<file path="src/rtl/gelato_scoreboard_if.sv">
// rtl/gelato_scoreboard_if.sv - scheduler/writeback <-> scoreboard signal bundle
// Purpose: groups the alloc, release and hazard-table signals of the per-warp
//          destination-register scoreboard.
// Signals:
//   alloc_valid/alloc_warp/alloc_reg        scheduler records a destination register
//   release_valid/release_warp/release_reg  writeback retires a register
//   regs                                    dirty table, slot [w][s] at ((w*SIZE+s)*REG_W)+:REG_W
//   full                                    bit w = warp w has no empty slot
//   occupancy                               live-slot count per warp, OCC_W bits each
//   overflow/underflow                      sticky error flags
// Modports: master = scheduler/writeback side, slave = scoreboard.
interface gelato_scoreboard_if #(
    parameter int WARP_NUM        = 4,
    parameter int SCOREBOARD_SIZE = 4,
    parameter int REG_W           = 5,
    parameter int WARP_W          = 2
);
    localparam int OCC_W = $clog2(SCOREBOARD_SIZE) + 1;

    logic                                       alloc_valid;
    logic [WARP_W-1:0]                          alloc_warp;
    logic [REG_W-1:0]                           alloc_reg;
    logic                                       release_valid;
    logic [WARP_W-1:0]                          release_warp;
    logic [REG_W-1:0]                           release_reg;
    logic [WARP_NUM*SCOREBOARD_SIZE*REG_W-1:0]  regs;
    logic [WARP_NUM-1:0]                        full;
    logic [WARP_NUM*OCC_W-1:0]                  occupancy;
    logic                                       overflow;
    logic                                       underflow;

    modport master (
        output alloc_valid, alloc_warp, alloc_reg,
        output release_valid, release_warp, release_reg,
        input  regs, full, occupancy, overflow, underflow
    );

    modport slave (
        input  alloc_valid, alloc_warp, alloc_reg,
        input  release_valid, release_warp, release_reg,
        output regs, full, occupancy, overflow, underflow
    );
endinterface

</file>
<file path="src/rtl/gelato_scoreboard.sv">
// rtl/gelato_scoreboard.sv - per-warp destination-register scoreboard
// Purpose: records the rd of every issued instruction per warp, frees it on
//          writeback and exports the dirty-register table plus full flags.
// Ports:
//   clk  in  clock
//   rst  in  synchronous reset, active-high (overrides rdy)
//   rdy  in  global enable; low freezes all state
//   sb   gelato_scoreboard_if.slave (alloc, release, regs, full, occupancy,
//        overflow, underflow)
// Option: GELATO_SCOREBOARD_BYPASS_EN - a release in progress is shown on
//         regs/full in the same cycle; registered timing is unchanged.
module gelato_scoreboard #(
    parameter int WARP_NUM        = 4,
    parameter int SCOREBOARD_SIZE = 4,
    parameter int REG_W           = 5,
    parameter int WARP_W          = 2
) (
    input  logic                  clk,
    input  logic                  rst,
    input  logic                  rdy,
    gelato_scoreboard_if.slave    sb
);
    localparam int OCC_W = $clog2(SCOREBOARD_SIZE) + 1;

    logic [REG_W-1:0] slot_q    [WARP_NUM][SCOREBOARD_SIZE];
    logic [REG_W-1:0] slot_rel  [WARP_NUM][SCOREBOARD_SIZE];
    logic [REG_W-1:0] slot_next [WARP_NUM][SCOREBOARD_SIZE];
    logic [REG_W-1:0] disp      [WARP_NUM][SCOREBOARD_SIZE];
    logic [OCC_W-1:0] occ_q     [WARP_NUM];
    logic [OCC_W-1:0] occ_next  [WARP_NUM];
    logic             overflow_q;
    logic             underflow_q;

    logic rel_act;
    logic alloc_act;
    logic rel_hit;
    logic alloc_present;
    logic alloc_done;
    logic underflow_set;
    logic overflow_set;

    // Register 0 means "no destination", so it never touches the table.
    assign rel_act   = sb.release_valid && (sb.release_reg != '0);
    assign alloc_act = sb.alloc_valid   && (sb.alloc_reg   != '0);

    // Release is applied to the pre-cycle table first; the alloc then sees the
    // post-release table so a slot freed this cycle can be reused at once.
    always_comb begin
        rel_hit       = 1'b0;
        alloc_present = 1'b0;
        alloc_done    = 1'b0;
        slot_rel      = slot_q;
        for (int w = 0; w < WARP_NUM; w++) begin
            for (int s = 0; s < SCOREBOARD_SIZE; s++) begin
                if (rel_act && (WARP_W'(w) == sb.release_warp) &&
                    (slot_q[w][s] == sb.release_reg)) begin
                    slot_rel[w][s] = '0;
                    rel_hit        = 1'b1;
                end
            end
        end

        for (int w = 0; w < WARP_NUM; w++) begin
            for (int s = 0; s < SCOREBOARD_SIZE; s++) begin
                if (alloc_act && (WARP_W'(w) == sb.alloc_warp) &&
                    (slot_rel[w][s] == sb.alloc_reg)) begin
                    alloc_present = 1'b1;
                end
            end
        end

        // Lowest-index empty slot wins; a register already dirty is not duplicated.
        slot_next = slot_rel;
        for (int w = 0; w < WARP_NUM; w++) begin
            for (int s = 0; s < SCOREBOARD_SIZE; s++) begin
                if (alloc_act && !alloc_present && !alloc_done &&
                    (WARP_W'(w) == sb.alloc_warp) && (slot_rel[w][s] == '0)) begin
                    slot_next[w][s] = sb.alloc_reg;
                    alloc_done      = 1'b1;
                end
            end
        end

        // Counting the next table keeps occupancy exact by construction.
        for (int w = 0; w < WARP_NUM; w++) begin
            occ_next[w] = '0;
            for (int s = 0; s < SCOREBOARD_SIZE; s++) begin
                if (slot_next[w][s] != '0) begin
                    occ_next[w] = occ_next[w] + OCC_W'(1);
                end
            end
        end
    end

    assign underflow_set = rel_act && !rel_hit;
    assign overflow_set  = alloc_act && !alloc_present && !alloc_done;

    always_ff @(posedge clk) begin
        if (rst) begin
            for (int w = 0; w < WARP_NUM; w++) begin
                occ_q[w] <= '0;
                for (int s = 0; s < SCOREBOARD_SIZE; s++) begin
                    slot_q[w][s] <= '0;
                end
            end
            overflow_q  <= 1'b0;
            underflow_q <= 1'b0;
        end else if (rdy) begin
            slot_q <= slot_next;
            occ_q  <= occ_next;
            if (overflow_set) begin
                overflow_q <= 1'b1;
            end
            if (underflow_set) begin
                underflow_q <= 1'b1;
            end
        end
    end

`ifdef GELATO_SCOREBOARD_BYPASS_EN
    // Show the in-flight release so the scheduler can issue a dependent
    // instruction one cycle earlier.
    always_comb begin
        for (int w = 0; w < WARP_NUM; w++) begin
            for (int s = 0; s < SCOREBOARD_SIZE; s++) begin
                disp[w][s] = rdy ? slot_rel[w][s] : slot_q[w][s];
            end
        end
    end
`else
    always_comb begin
        for (int w = 0; w < WARP_NUM; w++) begin
            for (int s = 0; s < SCOREBOARD_SIZE; s++) begin
                disp[w][s] = slot_q[w][s];
            end
        end
    end
`endif

    logic [WARP_NUM*SCOREBOARD_SIZE*REG_W-1:0] regs_flat;
    logic [WARP_NUM-1:0]                       full_vec;
    logic [WARP_NUM*OCC_W-1:0]                 occ_flat;

    always_comb begin
        regs_flat = '0;
        full_vec  = '0;
        occ_flat  = '0;
        for (int w = 0; w < WARP_NUM; w++) begin
            full_vec[w] = 1'b1;
            occ_flat[w*OCC_W +: OCC_W] = occ_q[w];
            for (int s = 0; s < SCOREBOARD_SIZE; s++) begin
                regs_flat[(w*SCOREBOARD_SIZE+s)*REG_W +: REG_W] = disp[w][s];
                if (disp[w][s] == '0) begin
                    full_vec[w] = 1'b0;
                end
            end
        end
    end

    assign sb.regs      = regs_flat;
    assign sb.full      = full_vec;
    assign sb.occupancy = occ_flat;
    assign sb.overflow  = overflow_q;
    assign sb.underflow = underflow_q;
endmodule

</file>
<file path="src/flat_wrapper.sv">
// flat-port wrapper written by rule: the top's interface ports become plain ports
module gelato_scoreboard_flat 
#(
    parameter int WARP_NUM        = 4,
    parameter int SCOREBOARD_SIZE = 4,
    parameter int REG_W           = 5,
    parameter int WARP_W          = 2
)
  (clk, rst, rdy, sb_alloc_valid, sb_alloc_warp, sb_alloc_reg, sb_release_valid, sb_release_warp, sb_release_reg, sb_regs, sb_full, sb_occupancy, sb_overflow, sb_underflow);
  gelato_scoreboard_if #(.WARP_NUM(WARP_NUM), .SCOREBOARD_SIZE(SCOREBOARD_SIZE), .REG_W(REG_W), .WARP_W(WARP_W)) sb_i ();
  input  logic clk;
  input  logic rst;
  input  logic rdy;
  input wire logic [$bits(sb_i.alloc_valid)-1:0] sb_alloc_valid;
  input wire logic [$bits(sb_i.alloc_warp)-1:0] sb_alloc_warp;
  input wire logic [$bits(sb_i.alloc_reg)-1:0] sb_alloc_reg;
  input wire logic [$bits(sb_i.release_valid)-1:0] sb_release_valid;
  input wire logic [$bits(sb_i.release_warp)-1:0] sb_release_warp;
  input wire logic [$bits(sb_i.release_reg)-1:0] sb_release_reg;
  output wire logic [$bits(sb_i.regs)-1:0] sb_regs;
  output wire logic [$bits(sb_i.full)-1:0] sb_full;
  output wire logic [$bits(sb_i.occupancy)-1:0] sb_occupancy;
  output wire logic [$bits(sb_i.overflow)-1:0] sb_overflow;
  output wire logic [$bits(sb_i.underflow)-1:0] sb_underflow;
  assign sb_i.alloc_valid = sb_alloc_valid;
  assign sb_i.alloc_warp = sb_alloc_warp;
  assign sb_i.alloc_reg = sb_alloc_reg;
  assign sb_i.release_valid = sb_release_valid;
  assign sb_i.release_warp = sb_release_warp;
  assign sb_i.release_reg = sb_release_reg;
  assign sb_regs = sb_i.regs;
  assign sb_full = sb_i.full;
  assign sb_occupancy = sb_i.occupancy;
  assign sb_overflow = sb_i.overflow;
  assign sb_underflow = sb_i.underflow;
  gelato_scoreboard #(.WARP_NUM(WARP_NUM), .SCOREBOARD_SIZE(SCOREBOARD_SIZE), .REG_W(REG_W), .WARP_W(WARP_W)) u_core (.clk(clk), .rst(rst), .rdy(rdy), .sb(sb_i));
endmodule
</file>
<file path="config.mk">
export PLATFORM = sky130hd
export DESIGN_NAME = gelato_scoreboard_flat
export DESIGN_NICKNAME = d
export VERILOG_FILES = /design/src/rtl/gelato_scoreboard_if.sv /design/src/rtl/gelato_scoreboard.sv /design/src/flat_wrapper.sv
export SDC_FILE = /design/constraint.sdc
export NUM_CORES = 1
export LEC_CHECK = 0
export ABC_AREA = 0
export BUFFER_PORTS_ARGS = -buffer_cell sky130_fd_sc_hd__buf_2
export CELL_PAD_IN_SITES_DETAIL_PLACEMENT = 1
export CELL_PAD_IN_SITES_GLOBAL_PLACEMENT = 1
export CORE_ASPECT_RATIO = 2
export CORE_MARGIN = 8
export CORE_UTILIZATION = 46
export DETAILED_ROUTE_END_ITERATION = 8
export GPL_TIMING_DRIVEN = 0
export PLACE_DENSITY_LB_ADDON = 0.1
export SETUP_SLACK_MARGIN = 0.02
export SYNTH_ARGS = -nofsm -noshare
export SYNTH_HDL_FRONTEND = slang
export SYNTH_SLANG_ARGS = --single-unit
</file>
<file path="constraint.sdc">
create_clock -name clk -period 10.9 [get_ports clk]
set_input_delay 1.635 -clock clk [delete_from_list [all_inputs] [get_ports clk]]
set_output_delay 1.635 -clock clk [all_outputs]
set_load 0.02 [all_outputs]
</file>
Yosys cells after proc, flatten, opt, wreduce, memory -nomap -nowiden

Cells that the tools add are included.

Logic and storage cells: 348
Memories kept: 0
Bits in registers: 94
Latch bits: 0
Bits in read-only memories: 0
RAM bits: 0

Bitwise gates (word level): 0
$add $sub $neg: 12
Magnitude comparators: 0
Equal/unequal tests: 38
Multiplexer cells: 112
Multiply operators: 0
Shift operators: 0
Divide/modulo/power cells: 0
Reductions and logical operators: 164

Operator list:

| operator                                                             | count |
|---|---|
| 5-bit equality test                                                  | 32 |
| 5-bit zero test                                                      | 32 |
| 5-bit 2-to-1 mux                                                     | 32 |
| 1-bit logical AND                                                    | 92 |
| 5-bit nonzero test                                                   | 18 |
| 1-bit 2-to-1 mux                                                     | 68 |
| 3-bit 2-to-1 mux                                                     | 12 |
| 3-bit by 1-bit adder with 3-bit output, second input constant        | 8 |
| 1-bit zero test                                                      | 18 |
| 1-bit by 1-bit adder with 2-bit output, second input constant        | 4 |
| 2-bit equality test, first input constant                            | 4 |
| 1-bit by 2-bit equality test with 1-bit output, first input constant | 2 |
| 2-bit zero test                                                      | 2 |
| 2-bit AND reduction                                                  | 2 |

Logic depth before layout (Yosys ltp)

Depth after elaboration: 106
Mapped depth: 21
Gate-level depth less buffers: 18

Worst setup path before layout

OpenSTA, ideal clock, no wires.

Path kind: input to register
Start: input port sb_release_reg[2]
End: register u_core.occ_q, in the netlist u_core.sb.occupancy[9]
Slack: 5.330 ns
Data arrival time: 5.490 ns
Stages: 18
Path buffers: 2
Required time: 10.819 ns
Path through: buf_4 > buf_2 > xnor2_1 > nand2_1 > nor4_1 > nor4_1 > nor3_2 > nand2_2 > nor4_4 > nand3_1 > nor4_4 > nor2_1 > ha_1 > nand2b_1 > or4_1 > a21oi_1 > a211oi_1 > a41oi_1

Word-level cells in the longest chain between the ends: 105
Elaborated cells between the ends (all ways): 212
Those cells by class: add/sub: 3; eq/ne: 32; mux: 55; reduce/logical: 122

Ends and longest elaborated chain:

| item                                                                         | RTL line                 | source |
|---|---|---|
| start: declaration                                                           | flat_wrapper.sv:19       | `input wire logic [$bits(sb_i.release_reg)-1:0] sb_release_reg;` |
| parallel branches: the longest is 104 deep, another holds 5-bit nonzero test | -                        |  |
| 3-bit 2-to-1 mux (*)                                                         | gelato_scoreboard.sv:88  | `if (slot_next[w][s] != '0) begin` |
| end signal: assignment                                                       | gelato_scoreboard.sv:110 | `occ_q <= occ_next;` |
| end: declaration                                                             | gelato_scoreboard.sv:29  | `logic [OCC_W-1:0] occ_q [WARP_NUM];` |

Mark *: on every way between the ends.
A chain may end at the register's enable or synchronous reset.

Worst setup path after layout

Start: input port sb_release_reg[1]
End: register u_core.occ_q, in the netlist u_core.sb.occupancy[9]

The elaborated chain is that of the path after synthesis.

==> run metrics <==
outcome=finished with violations; failing checks=capacitance limit, slew limit; Slew Viols, Final=8; Total GRT Usage=0.315; DR DRC count=0; # diodes=0; synth-to-layout area growth=14.9%; I/O Pins=117; Data arrival, critical path=between 7 and 8 ns; Yosys cell types=76; die footprint=~0.020 mm^2; Syn Nets=909; flop and latch count out of synthesis=94; Worst EP required=11.18 ns; # rows=64; Die Span Y=roughly 190 um; synth warn=0; FMAX=~0.14 GHz; FF-to-FF Start=u_core.sb.regs[20]; CORE AREA=0.0151 mm^2; Worst Skew=0.0108 ns; CP Capture Type=flop; GRT Residual Overflow=0; fraction of layout instances using a drive strength above 1=0.174; TritonCTS clock tree=built; Pre-Repair DR Iteration Count=6; CTS sink count=94; Tightest Pin Transition=1.51 ns; Synth Area per Inst=8.04 um^2; routed via count=7951; ranking of synthesized cells by area=dfxtp_1 27%, xnor2_1 12%, nor2_1 5.4%, a22o_1 4.5%, a22oi_1 4.0%; Clock Latency Late Sink=0.36 ns; root buffer cell=clkbuf_16; Starting Density=0.466; Final setup viols=0; drt wl/cell=26.4 um; Slowest-stage cell, CP=nor4_1; clock power share=0.365; Tcrit/Tclk final=0.642; fin cells=1199; first-pass GRT wire length=48200 um; crit path cell chain=buf_4, buf_2, xor2_1, nor4_1, nor4_1, o31ai_2, nand2_2, nor4_4, nand3_1, nor4_4, nor2_1, ha_1, nand2b_1, or4_1, a21oi_1, a211oi_1, a41oi_1; port buffer count=107; Most used DFF post-synth=dfxtp_1; EDFF count, synth=0; total power per unit cell area=~100 mW/mm^2; Final Hold Violating Endpoints=0; initial drt markers=~560; area leader, netlist=dfxtp_1; P_leak=3.13 nW; post-DP HPWL=23800 um; largest net degree at the start of global routing=15; CP Launch Type=input port; Async S/R FF share, synth=0; Gate Count Post-Synth=878; Final Critical Period=7.00 ns; H-Tree Depth=3; Max FO, Critical Path=10; CTS clk-pin slew, worst paths=around 0.060 ns; CP Class=input port to flop; vias per cell=between 6 and 7; final setup TNS=0 ns; Max Cap Viol=1; VDD IR max=approximately 0.076 mV; combinational share of power=0.201; Hold Crit Start=u_core.sb.occupancy[4]; Worst Setup SP=sb_release_reg[1]; clock buffer depth=2; Hold WS=0.478 ns; Internal=0.558 mW; post-synth top area share=0.267; sequential share of power=0.433; chip width=104 um; Sw Share=0.318; vias in the first global route=8223; cts bufs inserted=9; RSZ-0062 raised after global routing=false; sw power=0.260 mW; Detailed Route WL=31600 um; Slew HR=-0.0177; most frequent cells after synthesis=102 x nor2_1, 100 x xnor2_1, 94 x dfxtp_1, 58 x nand2_1, 38 x a22oi_1; routability cong.=1.02; nets=1027; Post-Syn Area=approximately 0.007 mm^2; Post-CTS Resized=0; Placed Cells=1183; Routed Antenna Nets=0; register area share after synthesis=0.267; top-count cell post-synth=nor2_1; max incr delay on CP=roughly 0.86 ns; number of setup buffers added after CTS=0; hold_buf cts=0; hold crit path type=flop to flop; initial antenna violation count=0
[layout by cell type (no fill, tap or decap), types with 7 or more instances in the layout]
master / netlist / final
o21ai_0: 31 / 31
dfxtp_1: 94 / 94
nand3_1: 37 / 37
ha_1: 12 / 12
inv_1: 32 / 32
clkbuf_16: 0 / 9
a22oi_1: 38 / 38
nor2_1: 102 / 102
a21oi_1: 20 / 20
nor3_1: 23 / 23
nand4_1: 11 / 11
a31oi_1: 8 / 8
clkbuf_1: 27 / 28
o22ai_1: 12 / 12
nor4_1: 22 / 22
xor2_1: 32 / 32
nand2_1: 58 / 58
or2_2: 9 / 9
buf_2: 8 / 115
or4_1: 19 / 19
o211ai_1: 8 / 8
a211oi_1: 7 / 7
xnor2_1: 100 / 100
a22o_1: 36 / 36
nor4b_1: 8 / 8
mux2i_1: 9 / 9
[critical path, delay by kind of cell]
kind,cells,cell delay [ns]
simple gates,9,3.43
xor+xnor,1,0.13
buf+inv,2,0.66
compound gates,4,1.01
fa+ha+maj,1,0.39
[path summary, 6_finish.rpt]
kind / to / slack [ns] / cells past startpoint
worst min register to register: u_core.sb.occupancy[4] / 0.48 / 2
worst max register to register: u_core.sb.occupancy[9] / 5.24 / 16
worst max-delay path: u_core.sb.occupancy[9] / 3.90 / 17
worst min-delay path: u_core.sb.occupancy[4] / 0.48 / 2
[area by class of cell]
cell class                      count  area, um^2
Fill cell                        1918        7020
Multi-Input combinational cell    706        4830
Sequential cell                    94        1880
Timing Repair Buffer              107         536
Tap cell                          198         248
Clock buffer                       11         243
Buffer                             46         228
Inverter                           32         120
Clock inverter                      5        25.0
[through the flow]
stage	power [mW]	area [um^2]	utilization	setup slack (ns)
after floorplan	0.468	7060	-	5.33
final	0.818	8110	0.536	3.90
after detailed placement	0.523	7840	0.518	3.65
after global routing	0.844	8110	0.536	3.72
after global placement	0.518	7840	0.518	3.64
after CTS	0.816	8110	0.536	3.97
[cell families (layout without fill, tap and decap cells)]
group | Yosys count | after routing | synth area share
compound gates | 218 | 218 | 0.234
xor+xnor | 132 | 132 | 0.164
fa+ha+maj | 12 | 12 | 0.0213
buf+inv | 78 | 201 | 0.0493
flops | 94 | 94 | 0.267
mux | 9 | 9 | 0.0128
simple gates | 335 | 335 | 0.253
[per-layer routing]
layer,share of wire,GRT usage
met1,0.36,0.321
met2,0.50,0.553
met3,0.070,0.0685
met4,0.070,0.239
met5,0,0
[power by group through the flow]
stage	Combinational, mW	Sequential [mW]	Clock [mW]
global placement	0.156	0.362	0
floorplan	0.101	0.367	0
CTS	0.162	0.354	0.299
global route	0.175	0.355	0.314
detailed placement	0.161	0.362	0
finish	0.165	0.355	0.299
[registers in the layout (all words and copies together), names as in the netlist]
register,count
u_core.sb.overflow,1
u_core.sb.regs,80
u_core.sb.occupancy,12
u_core.sb.underflow,1
(Power assumes the default switching activity.)
